[src/rtl/move_seq_ctrl.sv]
// move_seq_ctrl: fetch/execute sequencer for register-move style instructions
// (mfhi, mflo, in, out, nop, halt) and optional mul/div.
// The mul/div support (states T4..T6 and alu_op) is compiled in only when
// the macro MOVE_SEQ_MULDIV_EN is defined. Without it, mul/div opcodes are
// illegal and alu_op stays 00.
// All control strobes are Moore outputs decoded from the state register and
// the opcode latched on entry to T3.
module move_seq_ctrl (
  input  logic        clock,
  input  logic        clear,
  input  logic        run,
  input  logic [31:0] ir,
  output logic        PCout,
  output logic        IncPC,
  output logic        MARin,
  output logic        Read,
  output logic        MDRin,
  output logic        MDRout,
  output logic        IRin,
  output logic        Gra,
  output logic        Grb,
  output logic        Grc,
  output logic        Rin,
  output logic        Rout,
  output logic        HIout,
  output logic        LOout,
  output logic        HIin,
  output logic        LOin,
  output logic        InPortOut,
  output logic        OutPortIn,
  output logic        Yin,
  output logic        RZinLo,
  output logic        RZinHi,
  output logic        RZoutLo,
  output logic        RZoutHi,
  output logic [1:0]  alu_op,
  output logic        busy,
  output logic        halted,
  output logic        illegal,
  output logic [15:0] retired
);

  typedef enum logic [3:0] {
    IDLE  = 4'd0,
    T0    = 4'd1,
    T1    = 4'd2,
    T2    = 4'd3,
    T3    = 4'd4,
    T4    = 4'd5,
    T5    = 4'd6,
    T6    = 4'd7,
    HALT  = 4'd8,
    FAULT = 4'd9
  } state_t;

  localparam logic [4:0] OP_MFHI = 5'b11000;
  localparam logic [4:0] OP_MFLO = 5'b11001;
  localparam logic [4:0] OP_IN   = 5'b10110;
  localparam logic [4:0] OP_OUT  = 5'b10111;
  localparam logic [4:0] OP_NOP  = 5'b11010;
  localparam logic [4:0] OP_HALT = 5'b11011;
  localparam logic [4:0] OP_MUL  = 5'b01111;
  localparam logic [4:0] OP_DIV  = 5'b10000;

  state_t      state_reg;
  state_t      state_next;
  logic [4:0]  opcode_reg;
  logic [15:0] retired_reg;
  logic        op_single;
  logic        op_muldiv;
  logic        retire;

  // Only the opcode field of ir is decoded; the operand fields belong to the datapath.
  logic        unused_ir_bits;
  assign unused_ir_bits = ^ir[26:0];

  // Classify the latched opcode (never the live ir) for the execute phase.
  always_comb begin
    op_single = (opcode_reg == OP_MFHI) || (opcode_reg == OP_MFLO) ||
                (opcode_reg == OP_IN)   || (opcode_reg == OP_OUT)  ||
                (opcode_reg == OP_NOP);
`ifdef MOVE_SEQ_MULDIV_EN
    op_muldiv = (opcode_reg == OP_MUL) || (opcode_reg == OP_DIV);
`else
    op_muldiv = 1'b0;
`endif
    retire = ((state_reg == T3) && op_single) || (state_reg == T6);
  end

  // State register; reset aborts any instruction in flight.
  always_ff @(posedge clock or negedge clear) begin
    if (!clear) begin
      state_reg <= IDLE;
    end else begin
      state_reg <= state_next;
    end
  end

  // Opcode is captured on the edge that enters T3 and held through execute.
  always_ff @(posedge clock or negedge clear) begin
    if (!clear) begin
      opcode_reg <= 5'b00000;
    end else if (state_reg == T2) begin
      opcode_reg <= ir[31:27];
    end
  end

  // Retired-instruction counter, bumped on the last execute edge; wraps silently.
  always_ff @(posedge clock or negedge clear) begin
    if (!clear) begin
      retired_reg <= 16'h0000;
    end else if (retire) begin
      retired_reg <= retired_reg + 16'h0001;
    end
  end

  assign retired = retired_reg;

  // Next-state: fetch is unconditional, run is looked at only in IDLE and at
  // the end of execute so a falling run never cuts an instruction short.
  always_comb begin
    state_next = state_reg;
    case (state_reg)
      IDLE: if (run) state_next = T0;
      T0:   state_next = T1;
      T1:   state_next = T2;
      T2:   state_next = T3;
      T3: begin
        if (op_single) begin
          state_next = run ? T0 : IDLE;
        end else if (opcode_reg == OP_HALT) begin
          state_next = HALT;
        end else if (op_muldiv) begin
          state_next = T4;
        end else begin
          state_next = FAULT;
        end
      end
      T4:    state_next = T5;
      T5:    state_next = T6;
      T6:    state_next = run ? T0 : IDLE;
      HALT:  state_next = HALT;
      FAULT: state_next = FAULT;
      default: state_next = IDLE;
    endcase
  end

  // Moore strobe decode from state and latched opcode.
  always_comb begin
    PCout     = 1'b0;
    IncPC     = 1'b0;
    MARin     = 1'b0;
    Read      = 1'b0;
    MDRin     = 1'b0;
    MDRout    = 1'b0;
    IRin      = 1'b0;
    Gra       = 1'b0;
    Grb       = 1'b0;
    Grc       = 1'b0;
    Rin       = 1'b0;
    Rout      = 1'b0;
    HIout     = 1'b0;
    LOout     = 1'b0;
    HIin      = 1'b0;
    LOin      = 1'b0;
    InPortOut = 1'b0;
    OutPortIn = 1'b0;
    Yin       = 1'b0;
    RZinLo    = 1'b0;
    RZinHi    = 1'b0;
    RZoutLo   = 1'b0;
    RZoutHi   = 1'b0;
    alu_op    = 2'b00;
    halted    = 1'b0;
    illegal   = 1'b0;
    case (state_reg)
      T0: begin
        PCout = 1'b1;
        MARin = 1'b1;
        IncPC = 1'b1;
      end
      T1: begin
        Read  = 1'b1;
        MDRin = 1'b1;
      end
      T2: begin
        MDRout = 1'b1;
        IRin   = 1'b1;
      end
      T3: begin
        case (opcode_reg)
          OP_MFHI: begin
            Gra = 1'b1; Rin = 1'b1; HIout = 1'b1;
          end
          OP_MFLO: begin
            Gra = 1'b1; Rin = 1'b1; LOout = 1'b1;
          end
          OP_IN: begin
            Gra = 1'b1; Rin = 1'b1; InPortOut = 1'b1;
          end
          OP_OUT: begin
            Gra = 1'b1; Rout = 1'b1; OutPortIn = 1'b1;
          end
`ifdef MOVE_SEQ_MULDIV_EN
          OP_MUL, OP_DIV: begin
            Grb = 1'b1; Rout = 1'b1; Yin = 1'b1;
          end
`endif
          default: ;
        endcase
      end
`ifdef MOVE_SEQ_MULDIV_EN
      T4: begin
        Grc    = 1'b1;
        Rout   = 1'b1;
        RZinLo = 1'b1;
        RZinHi = 1'b1;
        alu_op = (opcode_reg == OP_MUL) ? 2'b01 : 2'b10;
      end
      T5: begin
        RZoutLo = 1'b1;
        LOin    = 1'b1;
      end
      T6: begin
        RZoutHi = 1'b1;
        HIin    = 1'b1;
      end
`endif
      HALT:  halted  = 1'b1;
      FAULT: illegal = 1'b1;
      default: ;
    endcase
  end

  // busy covers the whole fetch/execute window.
  assign busy = (state_reg == T0) || (state_reg == T1) || (state_reg == T2) ||
                (state_reg == T3) || (state_reg == T4) || (state_reg == T5) ||
                (state_reg == T6);

endmodule

[config.mk]
export PLATFORM = sky130hd
export DESIGN_NAME = move_seq_ctrl
export DESIGN_NICKNAME = d
export VERILOG_FILES = /design/src/rtl/move_seq_ctrl.sv
export SDC_FILE = /design/constraint.sdc
export NUM_CORES = 1
export LEC_CHECK = 0
export ABC_AREA = 1
export CELL_PAD_IN_SITES_DETAIL_PLACEMENT = 0
export CELL_PAD_IN_SITES_GLOBAL_PLACEMENT = 1
export CORE_MARGIN = 3
export CORE_UTILIZATION = 24
export CTS_CLUSTER_DIAMETER = 40
export DETAILED_ROUTE_END_ITERATION = 16
export HOLD_SLACK_MARGIN = 0.02
export PLACE_DENSITY = 0.71
export REMOVE_ABC_BUFFERS = 1
export SKIP_CTS_REPAIR_TIMING = 1
export SYNTH_ARGS = -nofsm -noshare
export SYNTH_HDL_FRONTEND = slang
export SYNTH_SLANG_ARGS = --single-unit
[constraint.sdc]
create_clock -name clock -period 1.6 [get_ports clock]
set_clock_uncertainty 0.15 [all_clocks]
set_input_delay 0.24 -clock clock [delete_from_list [all_inputs] [get_ports clock]]
set_output_delay 0.24 -clock clock [all_outputs]
set_load 0.02 [all_outputs]
==> results.sh <==
export IMPL_status="finished with violations"
export IMPL_failed_checks="setup timing"
export IMPL_synth_mux_area_fraction_pct=0
export IMPL_die_w_um=87.4
export IMPL_num_nets_final=332
export IMPL_largest_reg_flops=16
export IMPL_synth_compound_area_share_pct=5.51
export IMPL_final_hold_violation_count=0
export IMPL_syn_area_um2=1590
export IMPL_diodes=0
export IMPL_max_freq_ghz=0.560
export IMPL_grt_pass1_wl_um=6710
export IMPL_fin_ws_ps=-187
export IMPL_initial_core_util_pct=24.9
export IMPL_yosysSeqAreaShare_pct=39.3
export IMPL_drive_gt1_share_pct=27.5
export IMPL_arrival_ps=1400
export IMPL_yosys_area_top_type="dfrtp_1"
export IMPL_ys_seq_elements=25
export IMPL_netlist_instances=227
export IMPL_synth_simple_area_share_pct=35.1
export IMPL_cts_path_max_buffers=2
export IMPL_crit_path_start_kind="flip-flop"
export IMPL_power_leakage_nw=1.41
export IMPL_power_density_nw_per_um2=1360
export IMPL_cts_htree_levels=1
export IMPL_yosys_area_share_xor_xnor_pct=4.41
export IMPL_portBuffers=40
export IMPL_first_iter_violations=48
export IMPL_die_area_um2=7640
export IMPL_crit_fanout=5
export IMPL_dpl_hpwl_um=3130
export IMPL_yosys_warnings=0
export IMPL_ant_nets=0
export IMPL_antenna_found_initial=0
export IMPL_layout_common_cells="nand2_1 (71), buf_4 (35), dfrtp_1 (24)"
export IMPL_fin_crit_sh_pct=112
export IMPL_drt_pass1_iter_count=4
export IMPL_setup_viol=20
export IMPL_cts_root_buf="clkbuf_8"
export IMPL_synth_top_family_by_area="simple AND/OR/NAND/NOR gates"
export IMPL_drt_wl_total_um=4120
export IMPL_fin_crit_ps=1790
export IMPL_min_path_type="in -> async"
export IMPL_die_y_um=87.4
export IMPL_timing_worst_setup_path_type="reg -> out"
export IMPL_path_clk_slew_ps=90
export IMPL_maxCapViolations=0
export IMPL_slew_viol_final=0
export IMPL_critPathRequiredTime_ps=1210
export IMPL_overflow=0
export IMPL_peakVddDrop_mv=0.767
export IMPL_via_per_inst=4.28
export IMPL_rows=29
export IMPL_synthTopCellsByArea="dfrtp_1 (39%), nand2_1 (18%), buf_4 (8.0%)"
export IMPL_totalPowerFinal_mw=3.32
export IMPL_rsz0062_at_grt="true"
export IMPL_syn2layout_area_growth_pct=53.0
export IMPL_layout_commonest_cell="nand2_1"
export IMPL_wl_per_cell_um=11.1
export IMPL_core_um2=6390
export IMPL_pre_cts_ws_ps=-442
export IMPL_tritoncts="done"
export IMPL_num_vias=1591
export IMPL_synth_top_area_share_pct=39.3
export IMPL_first_global_vias=1464
export IMPL_synth_fa_ha_area_share_pct=0.787
export IMPL_clk_latency_ps=270
export IMPL_post_route_drc_count=0
export IMPL_cts_buffers=3
export IMPL_cp_end_kind="primary output"
export IMPL_pin_count=79
export IMPL_grt_usage_pct=10.8
export IMPL_grt_start_max_net_pins=26
export IMPL_synthDistinctLibCells=23
export IMPL_cts_sinks=25
export IMPL_gp_congestion=0.785
export IMPL_avgSynthCellArea_um2=7.01
==> Yosys cell counts, drive strengths merged <==
master,number
and2,1
a21oi,2
nand2,78
nor2,28
dfrtp,25
xnor2,3
buf,18
o31ai,1
xor2,5
ha,1
inv,25
nand3,11
nand3b,2
o21ai,14
nor3,9
conb,1
nand4,3
==> worst paths after layout <==
path / to / cells past startpoint / slack (ps) / startpoint
max in group asynchronous: state_reg[2]$_DFFE_PN0P_ / 2 / 850 / clear
worst min-delay path: opcode_reg[0]$_DFFE_PN0P_ / 2 / 180 / clear
worst min register to register: opcode_reg[4]$_DFFE_PN0P_ / 2 / 380 / opcode_reg[4]$_DFFE_PN0P_
worst max-delay path: Rin / 6 / -190 / state_reg[3]$_DFFE_PN0P_
min in group clock: opcode_reg[2]$_DFFE_PN0P_ / 3 / 350 / ir[29]
worst max register to register: retired[14]$_DFFE_PN0P_ / 10 / -50 / opcode_reg[2]$_DFFE_PN0P_
==> metal layers <==
layer	global-route usage [%]	part of all wire (%)	routed length [µm]	vias up
li1	-	-	-	819
met1	14.3	45	1860	726
met2	17.7	48	1980	40
met3	2.84	5.3	217	6
met4	2.37	1.4	56	0
met5	0	0	0	-
==> metrics by stage <==
| stage | util [%] | cells | hold slack [ps] | instance area, µm² | setup TNS [ps] |
|---|---|---|---|---|---|
| global route | 38.1 | 372 | 207 | 2430 | -4680 |
| global placement | 34.7 | 363 | 349 | 2210 | -5860 |
| CTS | 35.4 | 367 | 188 | 2260 | -14480 |
| detailed placement | 34.7 | 363 | 366 | 2210 | -6290 |
| floorplan | - | 219 | -206 | 1490 | -3070 |
| finish | 38.1 | 372 | 179 | 2430 | -2020 |
==> cells by family (layout without fill, tap and decap cells) <==
| logic type | Yosys count | after routing |
|---|---|---|
| AND/OR/NAND/NOR | 132 | 132 |
| XOR/XNOR | 8 | 8 |
| other | 1 | 11 |
| adder cells (fa/ha/maj) | 1 | 1 |
| AO/OA/AOI/OAI | 17 | 17 |
| flip-flops | 25 | 25 |
| buffers and inverters | 43 | 101 |
==> report_power, final <==
part / leakage (nW) / total [mW] / internal [mW] / switching [mW]
clock: 0.0228 / 0.396 / 0.179 / 0.217
combinational: 1.06 / 1.98 / 0.898 / 1.08
sequential: 0.330 / 0.942 / 0.793 / 0.148
total: 1.41 / 3.32 / 1.87 / 1.45
==> worst max-delay path, cell delays in order (launching register included) <==
cell	delay [ps]
dfrtp_1	410
inv_2	80
nand2_2	70
nor2_4	130
inv_2	90
o31ai_4	190
buf_6	150
==> final cells by class <==
cell class                      count  area [µm²]
Fill cell                         666        3950
Multi-Input combinational cell    169         870
Timing Repair Buffer               72         696
Sequential cell                    25         627
Inverter                           25        98.8
Tap cell                           77        96.3
Clock buffer                        4        45.0
Power figures use the tool's default switching activity.
